### src/rtl/sig_ctrl_pkg.sv
// Types shared by the country-road signal controller and the vehicle detector:
// light encoding and detector state encoding.
package sig_ctrl_pkg;

    typedef enum logic [1:0] {
        RED    = 2'd0,
        YELLOW = 2'd1,
        GREEN  = 2'd2
    } light_t;

    typedef enum logic [2:0] {
        IDLE    = 3'd0,
        QUALIFY = 3'd1,
        PRESENT = 3'd2,
        HOLD    = 3'd3,
        FAULT   = 3'd4
    } det_state_t;

endpackage

### src/rtl/vehicle_detector_sensor_sync.sv
// Two-flop synchronizer for the asynchronous road-loop level.
module sensor_sync (
    input  logic clk,
    input  logic clear,
    input  logic async_in,
    output logic sync_out
);

    logic sync1_q, sync1_d;
    logic sync2_q, sync2_d;

    always_comb begin
        sync1_d = async_in;
        sync2_d = sync1_q;
    end

    always_ff @(posedge clk) begin
        if (clear) begin
            sync1_q <= 1'b0;
            sync2_q <= 1'b0;
        end else begin
            sync1_q <= sync1_d;
            sync2_q <= sync2_d;
        end
    end

    assign sync_out = sync2_q;

endmodule

### src/rtl/vehicle_detector.sv
// Country-road vehicle detector: debounces the loop sensor, counts vehicles,
// holds the request after departure and flags a stuck sensor.
module vehicle_detector
    import sig_ctrl_pkg::*;
#(
    parameter int DEBOUNCE_CYCLES = 4,
    parameter int HOLD_CYCLES     = 8,
    parameter int STUCK_CYCLES    = 200,
    parameter int COUNT_W         = 8
) (
    input  logic               CLOCK,
    input  logic               CLEAR,
    input  logic               SENSOR_RAW,
    input  logic [1:0]         COUNTRY_SIG,
    output logic               VEHICLE_ON_COUNTRY_ROAD,
    output logic [COUNT_W-1:0] VEHICLE_COUNT,
    output logic               SENSOR_FAULT,
    output det_state_t         dbg_state
);

    localparam logic [3:0]         DEB_LAST  = 4'(DEBOUNCE_CYCLES - 1);
    localparam logic [7:0]         HOLD_INIT = 8'(HOLD_CYCLES - 1);
    localparam logic [9:0]         PRES_LAST = 10'(STUCK_CYCLES - 1);
    localparam logic [COUNT_W-1:0] COUNT_MAX = '1;

    logic sensor_s;

    det_state_t         state_q, state_d;
    logic [3:0]         deb_q, deb_d;
    logic [7:0]         hold_q, hold_d;
    logic [9:0]         pres_q, pres_d;
    logic [COUNT_W-1:0] count_q, count_d;
    logic               req_q, req_d;
    logic               fault_q, fault_d;

    sensor_sync u_sync (
        .clk      (CLOCK),
        .clear    (CLEAR),
        .async_in (SENSOR_RAW),
        .sync_out (sensor_s)
    );

    always_comb begin
        state_d = state_q;
        deb_d   = deb_q;
        hold_d  = hold_q;
        pres_d  = pres_q;
        count_d = count_q;
        case (state_q)
            IDLE: begin
                if (sensor_s) begin
                    state_d = QUALIFY;
                    deb_d   = 4'd1;
                end
            end
            QUALIFY: begin
                if (!sensor_s) begin
                    state_d = IDLE;
                    deb_d   = 4'd0;
                end else if (deb_q == DEB_LAST) begin
                    state_d = PRESENT;
                    pres_d  = 10'd0;
                    if (count_q != COUNT_MAX) begin
                        count_d = count_q + COUNT_W'(1);
                    end
                end else begin
                    deb_d = deb_q + 4'd1;
                end
            end
            PRESENT: begin
                if (!sensor_s) begin
                    state_d = HOLD;
                    hold_d  = HOLD_INIT;
                end else if (pres_q == PRES_LAST) begin
                    state_d = FAULT;
                end else begin
                    pres_d = pres_q + 10'd1;
                end
            end
            HOLD: begin
                // Re-entry is the same vehicle, so it is not counted again.
                if (sensor_s) begin
                    state_d = PRESENT;
                    pres_d  = 10'd0;
                end else if (light_t'(COUNTRY_SIG) == GREEN) begin
                    state_d = IDLE;
                end else if (hold_q == 8'd0) begin
                    state_d = IDLE;
                end else begin
                    hold_d = hold_q - 8'd1;
                end
            end
            FAULT: begin
                if (!sensor_s) begin
                    state_d = IDLE;
                end
            end
            default: state_d = IDLE;
        endcase

        // A stuck sensor keeps requesting so the country road is never starved.
        req_d   = (state_d == PRESENT) || (state_d == HOLD) || (state_d == FAULT);
        fault_d = (state_d == FAULT);
    end

    always_ff @(posedge CLOCK) begin
        if (CLEAR) begin
            state_q <= IDLE;
            deb_q   <= '0;
            hold_q  <= '0;
            pres_q  <= '0;
            count_q <= '0;
            req_q   <= 1'b0;
            fault_q <= 1'b0;
        end else begin
            state_q <= state_d;
            deb_q   <= deb_d;
            hold_q  <= hold_d;
            pres_q  <= pres_d;
            count_q <= count_d;
            req_q   <= req_d;
            fault_q <= fault_d;
        end
    end

    assign VEHICLE_ON_COUNTRY_ROAD = req_q;
    assign VEHICLE_COUNT           = count_q;
    assign SENSOR_FAULT            = fault_q;
    assign dbg_state               = state_q;

endmodule

### config.mk
export PLATFORM = sky130hd
export DESIGN_NAME = vehicle_detector
export DESIGN_NICKNAME = d
export VERILOG_FILES = /design/src/rtl/sig_ctrl_pkg.sv /design/src/rtl/vehicle_detector_sensor_sync.sv /design/src/rtl/vehicle_detector.sv
export SDC_FILE = /design/constraint.sdc
export NUM_CORES = 1
export LEC_CHECK = 0
export BUFFER_PORTS_ARGS = -buffer_cell sky130_fd_sc_hd__buf_2
export CAP_MARGIN = 40
export CORE_UTILIZATION = 30
export CTS_BUF_LIST = sky130_fd_sc_hd__clkbuf_4 sky130_fd_sc_hd__clkbuf_8 sky130_fd_sc_hd__clkbuf_16
export DETAILED_ROUTE_END_ITERATION = 10
export GPL_ROUTABILITY_DRIVEN = 0
export HOLD_SLACK_MARGIN = 0.05
export PLACE_DENSITY = 0.5
export SETUP_SLACK_MARGIN = 0.02
export SLEW_MARGIN = 20
export SYNTH_ARGS = -nofsm -noshare
export SYNTH_HDL_FRONTEND = slang
export SYNTH_SLANG_ARGS = --single-unit
### constraint.sdc
create_clock -name CLOCK -period 2.4 [get_ports CLOCK]
set_input_delay 0.48 -clock CLOCK [delete_from_list [all_inputs] [get_ports CLOCK]]
set_output_delay 0.48 -clock CLOCK [all_outputs]
set_load 0.01 [all_outputs]
Word level (Yosys, flattened, before mapping)
Index checks and enable logic that the tools add are counted.
{"block": "word_totals", "regBits": 37, "out_inout_bits": 13}
{"block": "classes", "reduce_logical": 11, "n_eq_ne": 22, "addsub": 4, "mux": 25}
{"op": "$mux 10", "count": 5}
{"op": "$mux 8", "count": 4}
{"op": "$pmux 10 s3", "count": 1}
{"op": "$mux 3", "count": 9}
{"op": "$pmux 8 s2", "count": 1}
{"op": "$pmux 3 s5", "count": 1}
{"op": "$eq 3x2->1 const B", "count": 4}
{"op": "$mux 4", "count": 3}
{"op": "$ne 2x2->1 const B", "count": 6}
{"op": "$add 10x1->10 const B", "count": 1}
{"op": "$eq 10x8->1 const B", "count": 1}
{"op": "$add 8x1->8 const B", "count": 1}
{"op": "$logic_not 8->1", "count": 1}
{"op": "$ne 2x1->1 const B", "count": 4}
{"op": "$ne 8x8->1 const B", "count": 1}
{"op": "$pmux 4 s2", "count": 1}
{"op": "$sub 8x1->8 const B", "count": 1}
{"op": "$eq 3x3->1 const B", "count": 2}
{"op": "$reduce_and 6->1", "count": 1}
{"op": "$reduce_and 5->1", "count": 1}
{"op": "$add 4x1->4 const B", "count": 1}
{"op": "$eq 4x2->1 const B", "count": 1}
{"op": "$reduce_and 4->1", "count": 1}
{"op": "$reduce_bool 2->1", "count": 2}
{"op": "other kinds (7)", "count": 8}

Logic depth before layout (Yosys ltp)
{"block": "logic_depth", "word_depth": 8, "ltp_mapped": 7, "depth_no_buf": 6}

Modules after synthesis
Synthesis repeated with hierarchy kept, for this count alone.
{"block": "hier_totals", "cells_unflattened": 230, "hier_area_um2": 2067.0}
{"module": "vehicle_detector", "area_each_um2": 2014.4, "cells_each": 226, "seq_area_each_um2": 700.7, "instances": 1}
{"module": "sensor_sync", "area_each_um2": 52.6, "cells_each": 4, "seq_area_each_um2": 40.0, "instances": 1}

Worst setup path before layout
OpenSTA, ideal clock, no wires.
{"block": "synth_timing", "path_type": "reg-to-reg", "startpoint": "register deb_q[0]", "endpoint": "register pres_q[6]", "t_arrival_ps": 1725, "path_buffers": 1, "stages_incl_launch_ff": 7, "period_less_slack_ps": 1795, "setup_time_ps": 70, "setup_slack_ps": 605, "cell_sequence": "dfxtp_1 ha_1 and4bb_2 o211ai_1 clkbuf_1 or4_1 a21oi_1"}
{"block": "synth_between", "elab_chain_cells": 3}
{"item": "start: declaration", "line": "vehicle_detector.sv:29", "source": "logic [3:0] deb_q, deb_d;"}
{"item": "start signal: assignment", "line": "vehicle_detector.sv:109", "source": "deb_q <= '0;"}
{"item": "start signal: assignment", "line": "vehicle_detector.sv:117", "source": "deb_q <= deb_d;"}
{"item": "$eq 4x2->1", "line": "vehicle_detector.sv:60", "source": "end else if (deb_q == DEB_LAST) begin"}
{"item": "$ne 2x2->1 (no line)"}
{"item": "$reduce_and 6->1 (no line)"}
{"item": "end signal: assignment", "line": "vehicle_detector.sv:119", "source": "pres_q <= pres_d;"}
{"item": "end: declaration", "line": "vehicle_detector.sv:31", "source": "logic [9:0] pres_q, pres_d;"}
No other way between the ends.
A chain may end at the register's enable or synchronous reset.

Worst setup path in the final report
{"block": "layout_timing", "startpoint": "register state_q[0] (netlist: dbg_state[0])", "endpoint": "register pres_q[4]"}
{"block": "layout_between", "elab_chain_cells": 3, "word_cells_on_any_way": 11, "cone_classes": "8 x eq/ne; 1 x mux; 2 x reduce/logical"}
{"item": "start: declaration", "line": "vehicle_detector.sv:28", "source": "det_state_t state_q, state_d;"}
{"item": "start signal: assignment", "line": "vehicle_detector.sv:116", "source": "state_q <= state_d;"}
{"item": "$eq 3x1->1 or $eq 3x2->1 (tied branches)", "line": "vehicle_detector.sv:49", "source": "case (state_q)"}
{"item": "$ne 2x1->1 (no line), or another cell as far along"}
{"item": "$reduce_and 6->1 (no line)"}
Several ways; a longest one is shown, not always the timed one.

==> impl_metrics.csv <==
group,metric,value,unit
yosys,ys_ff_latch,37,
outcome,status,"complete, no violations",
power_and_ir_drop,p_sw,257,uW
floorplanning,initial_utilization,31.5,%
clocking,numClockSinks,37,
critical_path,cp-end-kind,"flop",
critical_path,cp.required,2.63,ns
timing,final_max_slew_viol_count,0,
yosys,postSynthAreaPerCell,8.71,sq um
timing,maxSlewHeadroom,51.9,%
final_layout,diodes,0,
yosys,ys_seq_area_share,39.0,%
timing,fin_worst_skew,0.00477,ns
yosys,synth_most_common_cell,"dfxtp_1",
clocking,clk_latency,0.29,ns
routing,routed_via_density,5.41,
clocking,numCtsBuffers,5,
yosys,synth-edff-count,0,
yosys,synth_area,1900,sq um
yosys,synth_area_leaders,"dfxtp_1, a21oi_1, or4_1, o31ai_1, ha_1",
clocking,cts_tree,"built",
clocking,clk_pin_slew,0.08,ns
yosys,syn-num-nets,228,
min_path,hold_path_depth,2,
yosys,synth_top_cell_area_share,39.0,%
timing,setup_viol,0,
clocking,cts-htree-levels,2,
power_and_ir_drop,p_leak,0.000809,uW
final_layout,layout-drive-gt1-share,14.8,%
floorplanning,dieWidth,81.5,microns
routing,post_drt_wl_per_cell,13.5,microns
power_and_ir_drop,switching_share,22.5,%
global_route,grt-ovfl-total,0,
floorplanning,die_area,6650,sq um
yosys,yosysWarnings,0,
final_layout,area_growth,13.4,%
routing,vias,1681,
power_and_ir_drop,peakVddDrop,0.240,mV
timing,worst_pin_slew,0.719,ns
power_and_ir_drop,power_frac_clock,43.0,%
routing,wl,4190,microns
yosys,synth_ff_type,"dfxtp_1",
routing,drc,0,
placed_design,port_buffers,17,
floorplanning,placementRows,28,
global_route,grt_pass1_vias,1446,
critical_path,crit_type,"flop to flop",
floorplanning,core_area,6030,sq um
timing,finalSetupTns,0,ns
yosys,async_reset_ff_share,0,%
critical_path,reg2reg_depth,4,
yosys,yosys-top-cells-count,"dfxtp_1, a21oi_1, nand2_1",
global_route,antenna_found_initial,0,
critical_path,critPathMaxFanout,13,
timing,hold_viol,0,
routing,drt-pass1-iter-count,4,
critical_path,cp-start-kind,"flop",
yosys,synth_cell_types,45,
power_and_ir_drop,pwr-share-seq,54.2,%
floorplanning,die_h,81.5,microns
floorplanning,num_io_pins,18,
routing,drtAntennaViolNets,0,
job,max_cap_viol_count,0,
min_path,hp-class,"input port to flop",
timing,rsz0062_at_grt,"no",
final_layout,nets,245,
global_route,grt_first_pass_wirelength,6840,microns
clocking,cts_resized,0,
global_route,grt_max_degree,23,
yosys,syn_inst,218,
power_and_ir_drop,p_int,888,uW
placed_design,postPlaceCellArea,2050,sq um
global_route,track_usage,13.5,%
yosys,synth_top_cell_by_area,"dfxtp_1",
critical_path,cp.arrival,2.26,ns
timing,max_freq,491,MHz
final_layout,fill_cells,664,
timing,post-route-period-util,84.8,%
clocking,cts_root_buffer,"clkbuf_8",
final_layout,final_cell_area,2150,sq um
clocking,cts_max_path_buffers,2,
clocking,post_cts_buffers,0,
power_and_ir_drop,power_density,532,nW/um^2
placed_design,hpwl,2850,microns
routing,dr.first_iter.drc_count,60,
power_and_ir_drop,combPwrFrac,2.7,%
clocking,postCtsHoldBufs,0,
timing,fin_crit,2.04,ns
[through the flow]
step | hold WS (ns) | std cells | power (uW) | setup WS, ns | utilization [%]
2_1_floorplan | 0.403 | 218 | 657 | 0.605 | -
6_report | 0.409 | 311 | 1140 | 0.365 | 35.7
5_1_grt | 0.444 | 311 | 1190 | 0.223 | 35.7
3_5_place_dp | 0.415 | 303 | 667 | 0.372 | 34.0
4_1_cts | 0.412 | 311 | 1160 | 0.363 | 35.7
3_3_place_gp | 0.411 | 303 | 667 | 0.407 | 34.0
[sequential cells by signal, summed over array words and instances, names as in the netlist]
register and flops:
u_sync.sync1_q 1, VEHICLE_ON_COUNTRY_ROAD 1, dbg_state 3, SENSOR_FAULT 1, u_sync.sync_out 1, VEHICLE_COUNT 8
pres_q 10, hold_q 8, deb_q 4
[layout make-up]
| type | instances | area [sq um] | area share [%] |
|---|---|---|---|
| tap | 75 | 93.8 | 4.36 |
| multi-input combinational | 166 | 1090 | 50.6 |
| timing repair buffer | 20 | 108 | 5.00 |
| clock inverter | 1 | 5.00 | 0.233 |
| clock buffer | 7 | 96.3 | 4.48 |
| inverter | 5 | 18.8 | 0.872 |
| sequential | 37 | 741 | 34.4 |
[path summary, 6_finish.rpt]
path / startpoint / end / slack [ns]
max: dbg_state[0] / pres_q[4] / 0.36
min: SENSOR_RAW / u_sync.sync1_q / 0.41
max reg2reg: dbg_state[0] / pres_q[4] / 0.36
min reg2reg: hold_q[0] / hold_q[0] / 0.42
[logic make-up after synthesis]
kind of cell / share of synthesized area [%]
AOI/OAI and AO/OA: 22.7
xor gates and xnor gates: 1.38
adders and majority gates: 3.30
buffers and inverters: 3.56
DFF: 39.0
muxes: 1.05
and+or+nand+nor: 29.0
[routing by layer]
| layer | vias to the layer above | global-route usage [%] | routed length, microns |
|---|---|---|---|
| met4 | 0 | 4.82 | 63 |
| met3 | 6 | 4.11 | 118 |
| met2 | 16 | 19.9 | 1830 |
| met5 | - | 0 | 0 |
| li1 | 859 | - | - |
| met1 | 800 | 18.3 | 2180 |
[power by group through the flow]
stage          Clock (uW)  Sequential, uW  Combinational [uW]
3_5_place_dp            0             635                31.7
2_1_floorplan           0             632                24.4
6_report              493             621                31.3
4_1_cts               511             621                31.9
3_3_place_gp            0             635                31.9
5_1_grt               529             622                34.9
[layout by cell type, fill, tap and decap left out, types with 3 or more instances in the layout]
cell      Yosys  layout
nand3_1       3       3
clkbuf_8      0       7
dfxtp_1      37      37
a311oi_1      3       3
a21oi_1      27      27
o31ai_1      11      11
nand2_1      14      14
nor2_1       11      11
or3_1        10      10
inv_1         5       5
nand2b_1      5       5
xor2_1        3       3
or4_1        12      12
buf_2         3      17
a21o_1        4       4
nor2b_1       7       7
and3_1        3       3
o21ai_0      12      12
buf_4         0       3
ha_1          5       5
nand4_1       6       6
[critical path, cell delays in order, from the launching register on]
cell and delay (ns):
dfxtp_1 0.58, and4bb_2 0.36, o211ai_1 0.29, or4_1 0.59, a21oi_1 0.15
No activity file was read; power rests on OpenSTA's default activity.
